<file path="config.mk">
export PLATFORM = sky130hd
export DESIGN_NAME = mdu_seq
export DESIGN_NICKNAME = d
export VERILOG_FILES = /design/src/rtl/mdu_seq.sv
export SDC_FILE = /design/constraint.sdc
export NUM_CORES = 1
export LEC_CHECK = 0
export ABC_AREA = 1
export CAP_MARGIN = 25
export CORE_UTILIZATION = 39
export CTS_CLUSTER_DIAMETER = 60
export DETAILED_ROUTE_END_ITERATION = 7
export MAX_ROUTING_LAYER = met4
export SETUP_SLACK_MARGIN = 0.5
export SLEW_MARGIN = 20
export SYNTH_ARGS = -nofsm -noshare
export SYNTH_HDL_FRONTEND = slang
export SYNTH_SLANG_ARGS = --single-unit
</file>
<file path="constraint.sdc">
create_clock -name clk -period 4.3 [get_ports clk]
set_clock_uncertainty 0.05 [all_clocks]
set_input_delay 1.29 -clock clk [delete_from_list [all_inputs] [get_ports clk]]
set_output_delay 1.29 -clock clk [all_outputs]
set_load 0.02 [all_outputs]
</file>
<file path="src/rtl/mdu_seq.sv">
// Iterative multiply/divide sequencer owning the HI/LO pair: 32-step shift-add
// multiply, restoring divide, MTHI/MTLO writes and pipeline stall generation.
module mdu_seq #(
  parameter int DW = 32
) (
  input  logic          clk,
  input  logic          rst_n,
  input  logic          start,
  input  logic [2:0]    op,
  input  logic [DW-1:0] a,
  input  logic [DW-1:0] b,
  input  logic          rd_req,
  input  logic          flush,
  output logic          busy,
  output logic          stall,
  output logic          done,
  output logic          dz,
  output logic [DW-1:0] hi,
  output logic [DW-1:0] lo
);

  localparam logic [2:0] OP_MULT  = 3'd1;
  localparam logic [2:0] OP_MULTU = 3'd2;
  localparam logic [2:0] OP_DIV   = 3'd3;
  localparam logic [2:0] OP_DIVU  = 3'd4;
  localparam logic [2:0] OP_MTHI  = 3'd5;
  localparam logic [2:0] OP_MTLO  = 3'd6;
  localparam int         CW       = $clog2(DW);

  typedef enum logic [1:0] {
    IDLE,
    CALC,
    FINISH
  } state_t;

  state_t          state_reg;
  state_t          state_next;
  logic [CW-1:0]   cnt_reg;
  logic [DW-1:0]   p_reg;
  logic [DW-1:0]   q_reg;
  logic [DW-1:0]   d_reg;
  logic [DW-1:0]   hi_reg;
  logic [DW-1:0]   lo_reg;
  logic            is_div_reg;
  logic            neg_res_reg;
  logic            neg_rem_reg;
  logic            zero_reg;
  logic            done_reg;
  logic            dz_reg;

  logic            op_mul;
  logic            op_div;
  logic            op_sgn;
  logic            issue;
  logic            div_zero;
  logic            cnt_last;
  logic [DW-1:0]   abs_a;
  logic [DW-1:0]   abs_b;

  logic [DW:0]     mul_sum;
  logic [DW:0]     div_shift;
  logic            div_ge;
  logic [DW-1:0]   div_rem;
  logic [2*DW-1:0] prod;
  logic [2*DW-1:0] prod_fix;
  logic [DW-1:0]   quo_fix;
  logic [DW-1:0]   rem_fix;

  always_comb begin
    op_mul   = (op == OP_MULT) || (op == OP_MULTU);
    op_div   = (op == OP_DIV) || (op == OP_DIVU);
    op_sgn   = (op == OP_MULT) || (op == OP_DIV);
    issue    = (state_reg == IDLE) && start && !flush;
    div_zero = op_div && (b == {DW{1'b0}});
    cnt_last = (cnt_reg == CW'(DW - 1));
    abs_a    = (op_sgn && a[DW-1]) ? -a : a;
    abs_b    = (op_sgn && b[DW-1]) ? -b : b;
  end

  // Datapath: one multiply or divide step per CALC cycle, sign fix-up at FINISH.
  always_comb begin
    mul_sum   = {1'b0, p_reg} + (q_reg[0] ? {1'b0, d_reg} : {(DW+1){1'b0}});
    div_shift = {p_reg, q_reg[DW-1]};
    div_ge    = (div_shift >= {1'b0, d_reg});
    div_rem   = div_shift[DW-1:0] - d_reg;
    prod      = {p_reg, q_reg};
    prod_fix  = neg_res_reg ? -prod : prod;
    quo_fix   = neg_res_reg ? -q_reg : q_reg;
    rem_fix   = neg_rem_reg ? -p_reg : p_reg;
  end

  always_ff @(posedge clk or negedge rst_n) begin
    if (!rst_n) begin
      state_reg <= IDLE;
    end else begin
      state_reg <= state_next;
    end
  end

  always_comb begin
    state_next = state_reg;
    case (state_reg)
      IDLE: begin
        if (issue && (op_mul || op_div)) begin
          state_next = div_zero ? FINISH : CALC;
        end
      end
      CALC: begin
        if (flush) begin
          state_next = IDLE;
        end else if (cnt_last) begin
          state_next = FINISH;
        end
      end
      FINISH:  state_next = IDLE;
      default: state_next = IDLE;
    endcase
  end

  always_ff @(posedge clk or negedge rst_n) begin
    if (!rst_n) begin
      cnt_reg     <= '0;
      p_reg       <= '0;
      q_reg       <= '0;
      d_reg       <= '0;
      hi_reg      <= '0;
      lo_reg      <= '0;
      is_div_reg  <= 1'b0;
      neg_res_reg <= 1'b0;
      neg_rem_reg <= 1'b0;
      zero_reg    <= 1'b0;
      done_reg    <= 1'b0;
      dz_reg      <= 1'b0;
    end else begin
      done_reg <= 1'b0;
      dz_reg   <= 1'b0;
      case (state_reg)
        IDLE: begin
          if (issue) begin
            if (op == OP_MTHI) begin
              hi_reg <= a;
            end
            if (op == OP_MTLO) begin
              lo_reg <= a;
            end
            if (op_mul || op_div) begin
              cnt_reg     <= '0;
              p_reg       <= '0;
              is_div_reg  <= op_div;
              zero_reg    <= div_zero;
              neg_res_reg <= op_sgn && (a[DW-1] ^ b[DW-1]);
              neg_rem_reg <= op_sgn && a[DW-1];
              // Q holds the multiplier (b) or dividend (a); on divide-by-zero it
              // keeps the raw dividend, which becomes HI.
              q_reg       <= div_zero ? a : (op_mul ? abs_b : abs_a);
              d_reg       <= op_mul ? abs_a : abs_b;
            end
          end
        end
        CALC: begin
          if (flush) begin
            cnt_reg <= '0;
          end else begin
            cnt_reg <= cnt_reg + CW'(1);
            if (is_div_reg) begin
              p_reg <= div_ge ? div_rem : div_shift[DW-1:0];
              q_reg <= {q_reg[DW-2:0], div_ge};
            end else begin
              p_reg <= mul_sum[DW:1];
              q_reg <= {mul_sum[0], q_reg[DW-1:1]};
            end
          end
        end
        FINISH: begin
          if (!flush) begin
            done_reg <= 1'b1;
            dz_reg   <= zero_reg;
            if (zero_reg) begin
              hi_reg <= q_reg;
              lo_reg <= {DW{1'b1}};
            end else if (is_div_reg) begin
              hi_reg <= rem_fix;
              lo_reg <= quo_fix;
            end else begin
              hi_reg <= prod_fix[2*DW-1:DW];
              lo_reg <= prod_fix[DW-1:0];
            end
          end
        end
        default: ;
      endcase
    end
  end

  always_comb begin
    busy  = (state_reg != IDLE);
    stall = busy && (start || rd_req);
    done  = done_reg;
    dz    = dz_reg;
    hi    = hi_reg;
    lo    = lo_reg;
  end

endmodule

</file>
# --- Yosys cells after proc, flatten, opt, wreduce, memory -nomap -nowiden ---
# Cells that the tools add are included.
totals:
  romBits: 0
  elab_cells: 110
  reg_bits: 173
  latchBits: 0
  out_inout_bits: 68
  memories: 0
  mem_bits_rw: 0
op_classes:
  magnitude_cmp: 1
  addsub: 8
  n_reduce_logical: 25
  n_bitwise: 1
  div: 0
  n_mul: 0
  shifts: 0
  n_eq_ne: 17
  n_mux: 45
op_table:
  columns: ["cell", "n"]
  rows:
  - ["$mux W32", 27]
  - ["$pmux W32 S2", 4]
  - ["$neg A32 Y32", 4]
  - ["$mux W64", 1]
  - ["$neg A64 Y64", 1]
  - ["$add A32 B32 Y33", 1]
  - ["$ge A33 B32 Y1", 1]
  - ["$logic_not A32 Y1", 1]
  - ["$sub A32 B32 Y32", 1]
  - ["$mux W5", 3]
  - ["$reduce_and A4 Y1", 3]
  - ["$pmux W5 S2", 1]
  - ["$eq A3 B3 Y1 const B", 3]
  - ["$logic_and A1 B1 Y1", 8]
  - ["$mux W2", 4]
  - ["$ne A2 B1 Y1 const B", 4]
  - ["$eq A3 B2 Y1 const B", 2]
  - ["$ne A2 B2 Y1 const B", 3]
  - ["$reduce_and A3 Y1", 2]
  - ["$reduce_bool A2 Y1", 3]
  - ["$add A5 B1 Y5 const B", 1]
  - ["$eq A5 B5 Y1 const B", 1]
  - ["$logic_or A1 B1 Y1", 5]
  - ["$mux W1", 4]
  - ["other kinds (9)", 9]

# --- Depth between registers and ports, before layout ---
depth:
  ltp_word: 9
  depth_mapped: 22
  mapped_depth_nobuf: 20

# --- Worst setup path after synthesis ---
# No wires, ideal clock.
synth_timing:
  path_kind: "input-to-output"
  from: "in start"
  to: "out stall"
  cell_stages: 2
  n_path_buf: 0
  arrival_ns: 1.596
  setup_slack_ns: 1.364
  cell_sequence: "nor2_1 -> nor2_1"
synth_between:
  elab_chain_cells: 2
synth_lines:
  columns: ["element", "line", "text"]
  rows:
  - ["start: declaration", "8", "input logic start,"]
  - ["$logic_or A1 B1 Y1", "197", "stall = busy && (start || rd_req);"]
  - ["$logic_and A1 B1 Y1", "197", null]
  - ["end: declaration", "15", "output logic stall,"]
# No other way between the ends.

# --- Final worst setup path ---
layout_timing:
  from: "reg p_reg[6]"
  to: "reg p_reg[29]"
layout_between:
  elab_chain_cells: 5
  elab_cells_between_ends: 7
layout_lines:
  columns: ["element", "line", "text"]
  rows:
  - ["start: declaration", "39", "logic [DW-1:0] p_reg;"]
  - ["start signal: assignment", "166", "p_reg <= div_ge ? div_rem : div_shift[DW-1:0];"]
  - ["start signal: assignment", "169", "p_reg <= mul_sum[DW:1];"]
  - ["$sub A32 B32 Y32 or $ge A33 B32 Y1 (tied branches)", "85, 84", null]
  - ["$mux W32", "166", null]
  - ["$mux W32 *", "165", "if (is_div_reg) begin"]
  - ["$mux W32 *", "161", "if (flush) begin"]
  - ["$pmux W32 S2 *", "137", "case (state_reg)"]
# Every way passes the cells marked *; elsewhere a longest branch is shown, timed or not. The select of a mux whose other input is x is not followed.
# A chain may end at the register's enable or synchronous reset.

==> impl_metrics.csv <==
group,metric,value,unit
run_status,status,"completed",
setup_path,crit_path_end_kind,"flop",
clock_tree,htreeDepth,4,
floorplanning,die_height,218,um
grt,antenna_found_initial,3,
place,dp.cells,3854,
cells_and_area,seq_area,0.00433,sq mm
detailed_routing,via_per_inst,5.99,
yosys,yosys_warnings,0,
grt,grt_pass1_vias,21100,
setup_path,critPathMaxFanout,24,
pwr,comb_power_share,67.0,%
sta,period_share,86.7,%
clock_tree,cts_tree,"yes",
pwr,power_switching,9.01,mW
setup_path,cp_top_family,"simple AND/OR/NAND/NOR gates",
clock_tree,cts_made_buffers,17,
sta,fin_ws,0.572,ns
place,post-place-ws,0.260,ns
floorplanning,die_area,0.0477,sq mm
cells_and_area,final_nets,3417,
pwr,finalPower,15.1,mW
setup_path,cp_num_buf_inv,1,
grt,grt-ovfl-total,0,
detailed_routing,vias,23300,
place,portBuffers,139,
clock_tree,cts-resized-gates,1,
sta,rsz0062_at_grt,"false",
sta,fin_crit,3.73,ns
detailed_routing,wl_per_cell,25.4,um
clock_tree,post_cts_buffers,0,
yosys,ys_ff_latch,173,
pwr,power.leakage,10.4,nW
cells_and_area,nFillCells,5053,
clock_tree,cts_root_buffer,"clkbuf_16",
yosys,netlist_area,0.0183,sq mm
detailed_routing,drt_iter0_drc,3540,
pwr,p_per_area,720,mW/mm^2
setup_path,criticalPathCategory,"reg -> reg",
setup_path,slowest_stage,"dfrtp_1",
sta,tns,0,ns
sta,tightest_slew,0.884,ns
detailed_routing,dr.pass1.iters,7,
place,place_congestion,1.13,
pwr,clock_power_share,11.1,%
yosys,syn_inst,3176,
setup_path,cp.arrival,4.10,ns
floorplanning,die-width,218,um
detailed_routing,ant_nets,0,
cells_and_area,layoutNonFillerInstCount,3890,
yosys,async_flop_share,100,%
clock_tree,hold_buffers,0,
floorplanning,initial_utilization,39.9,%
yosys,yosys-top-cells-area,"dfrtp_1, nand2_1, nor2_1",
grt,grt_use_total,42.4,%
detailed_routing,drc,0,
setup_path,cp_data_required_time,4.67,ns
clock_tree,clkTransAtPathRegs,0.08,ns
floorplanning,ios,140,
hold_path,min_path_type,"reg -> reg",
yosys,ys_types,47,
grt,grt_max_degree,66,
sta,setup_viol,0,
pwr,p_sw_share,59.7,%
sta,drv_slew,0,
floorplanning,rows,78,
detailed_routing,wirelength,98700,um
setup_path,worstPathCellList,"ha_1 -> nand2_1 -> nor2_1 -> nand3_1 -> nand3_1 -> nand2_1 -> nand2_1 -> nand2_1 -> nand2_2 -> buf_12 -> nand3_1 -> nand2_1 -> nand2_1 -> nand2_1",
run,maxCapViolations,0,
floorplanning,core,0.0458,sq mm
yosys,synth_edf_count,0,
place,place_hpwl,79300,um
cells_and_area,layout-drive-gt1-share,3.80,%
cells_and_area,area_delta_synth_final,14.9,%
setup_path,cpPeakStageDelay,0.57,ns
clock_tree,clock_sinks,173,
cells_and_area,layout_commonest_cell,"nand2_1",
pwr,ir_drop,0.000364,V
cells_and_area,multiInputGateArea,0.0122,sq mm
sta,finalHoldViolCount,0,
yosys,yosysSeqAreaShare,23.7,%
pwr,intPower,6.09,mW
yosys,synth_top_area_share,23.7,%
clock_tree,clock_path_buffers,2,
grt,grt_first_pass_wirelength,142000,um
yosys,syn_area_per_cell,5.75,sq um
pwr,seqPwrFrac,21.8,%
sta,relSlewSlack,41.1,%
yosys,syn_nets,3320,
setup_path,crit_top_cell,"nand2_1",
yosys,synth-main-ff-cell,"dfrtp_1",
yosys,synth_top_area_cell,"dfrtp_1",
cells_and_area,final_cell_mix,"nand2_1, nor2_1, inv_1",
clock_tree,clock_latency,0.52,ns
sta,timing.fmax,0.268,GHz
setup_path,critPathLaunchType,"flop",
area by class of cell:
class,count,share of cell area (%)
diodes,4,0.0477
clock buffers,17,2.03
clock inverters,15,0.811
inverters,349,6.24
multi-input cells,2537,57.9
flip-flops and latches,173,20.6
well taps,600,3.58
repair buffers,195,8.75
synthesized netlist by cell type, types with 2 or more instances:
library cell / instances
o31ai_1: 8
nand2_2: 4
a21oi_1: 279
nor4_1: 4
clkbuf_1: 76
o21ai_1: 3
a31oi_1: 7
or2_2: 5
o21a_1: 7
buf_2: 22
o21ai_0: 225
dfrtp_1: 173
and2_1: 2
inv_1: 335
xnor2_1: 14
o21bai_1: 5
o22ai_1: 25
xor2_1: 48
ha_1: 70
nand3_1: 264
clkinv_1: 3
a22oi_1: 9
o21ai_2: 2
nand2_1: 868
nor2_1: 527
nor2_2: 5
fa_1: 2
and3_1: 2
a21o_1: 6
nor3_1: 30
nand4_1: 67
inv_2: 11
o211ai_1: 20
buf_4: 7
buf_1: 12
nand3b_1: 18
cells by family (layout without fill, tap and decap cells):
kind of cell             Yosys count  after routing  synth area share (%)
AO/OA/AOI/OAI                    602            602                  17.6
XOR/XNOR                          62             62                  2.97
adder cells (fa/ha/maj)           72             72                  5.01
other                              0              4                     0
AND/OR/NAND/NOR                 1801           1801                  40.8
flip-flops                       173            173                  23.7
buffers and inverters            466            576                  9.87
per-layer routing:
metal	up-vias	routed length [um]	GRT usage (%)
met2	1538	39700	57.3
met5	-	0	-
met1	11000	42700	59.8
met4	0	3740	15.9
li1	10600	-	-
met3	202	12600	10.8
worst register-to-register path, delay by kind of cell, from the launching register on:
| kind | cells | cell delay [ns] |
|---|---|---|
| buffers and inverters | 1 | 0.25 |
| adder cells (fa/ha/maj) | 1 | 0.46 |
| AND/OR/NAND/NOR | 12 | 2.31 |
| flip-flops | 1 | 0.57 |
stage by stage:
stage / instance area [sq um] / hold WS, ns / util, %
after CTS: 21000 / 0.451 / 45.8
final: 21000 / 0.453 / 45.8
after detailed placement: 20400 / 0.431 / 44.5
after floorplan: 18300 / 0.423 / -
after global routing: 21000 / 0.471 / 45.8
after global placement: 20400 / 0.421 / 44.5
power by group through the flow:
stage / Clock [mW] / Sequential (mW) / Combinational (mW)
floorplan: 0 / 3.01 / 5.86
CTS: 1.68 / 3.21 / 9.76
detailed placement: 0 / 3.24 / 9.71
global placement: 0 / 3.23 / 9.70
global route: 1.74 / 3.30 / 10.9
finish: 1.68 / 3.30 / 10.1
final timing paths:
path / start / to / slack, ns / cells after the start
worst min-delay path: lo[26]$_DFFE_PN0P_ / lo[26]$_DFFE_PN0P_ / 0.45 / 2
worst max register to register: p_reg[6]$_DFFE_PN0P_ / p_reg[29]$_DFFE_PN0P_ / 0.57 / 14
min in group asynchronous: rst_n / p_reg[29]$_DFFE_PN0P_ / 0.71 / 1
max in group asynchronous: rst_n / q_reg[2]$_DFFE_PN0P_ / 2.56 / 2
worst min register to register: lo[26]$_DFFE_PN0P_ / lo[26]$_DFFE_PN0P_ / 0.45 / 2
worst max-delay path: p_reg[6]$_DFFE_PN0P_ / p_reg[29]$_DFFE_PN0P_ / 0.57 / 14
Note: power is estimated with default switching activity, not from simulation.
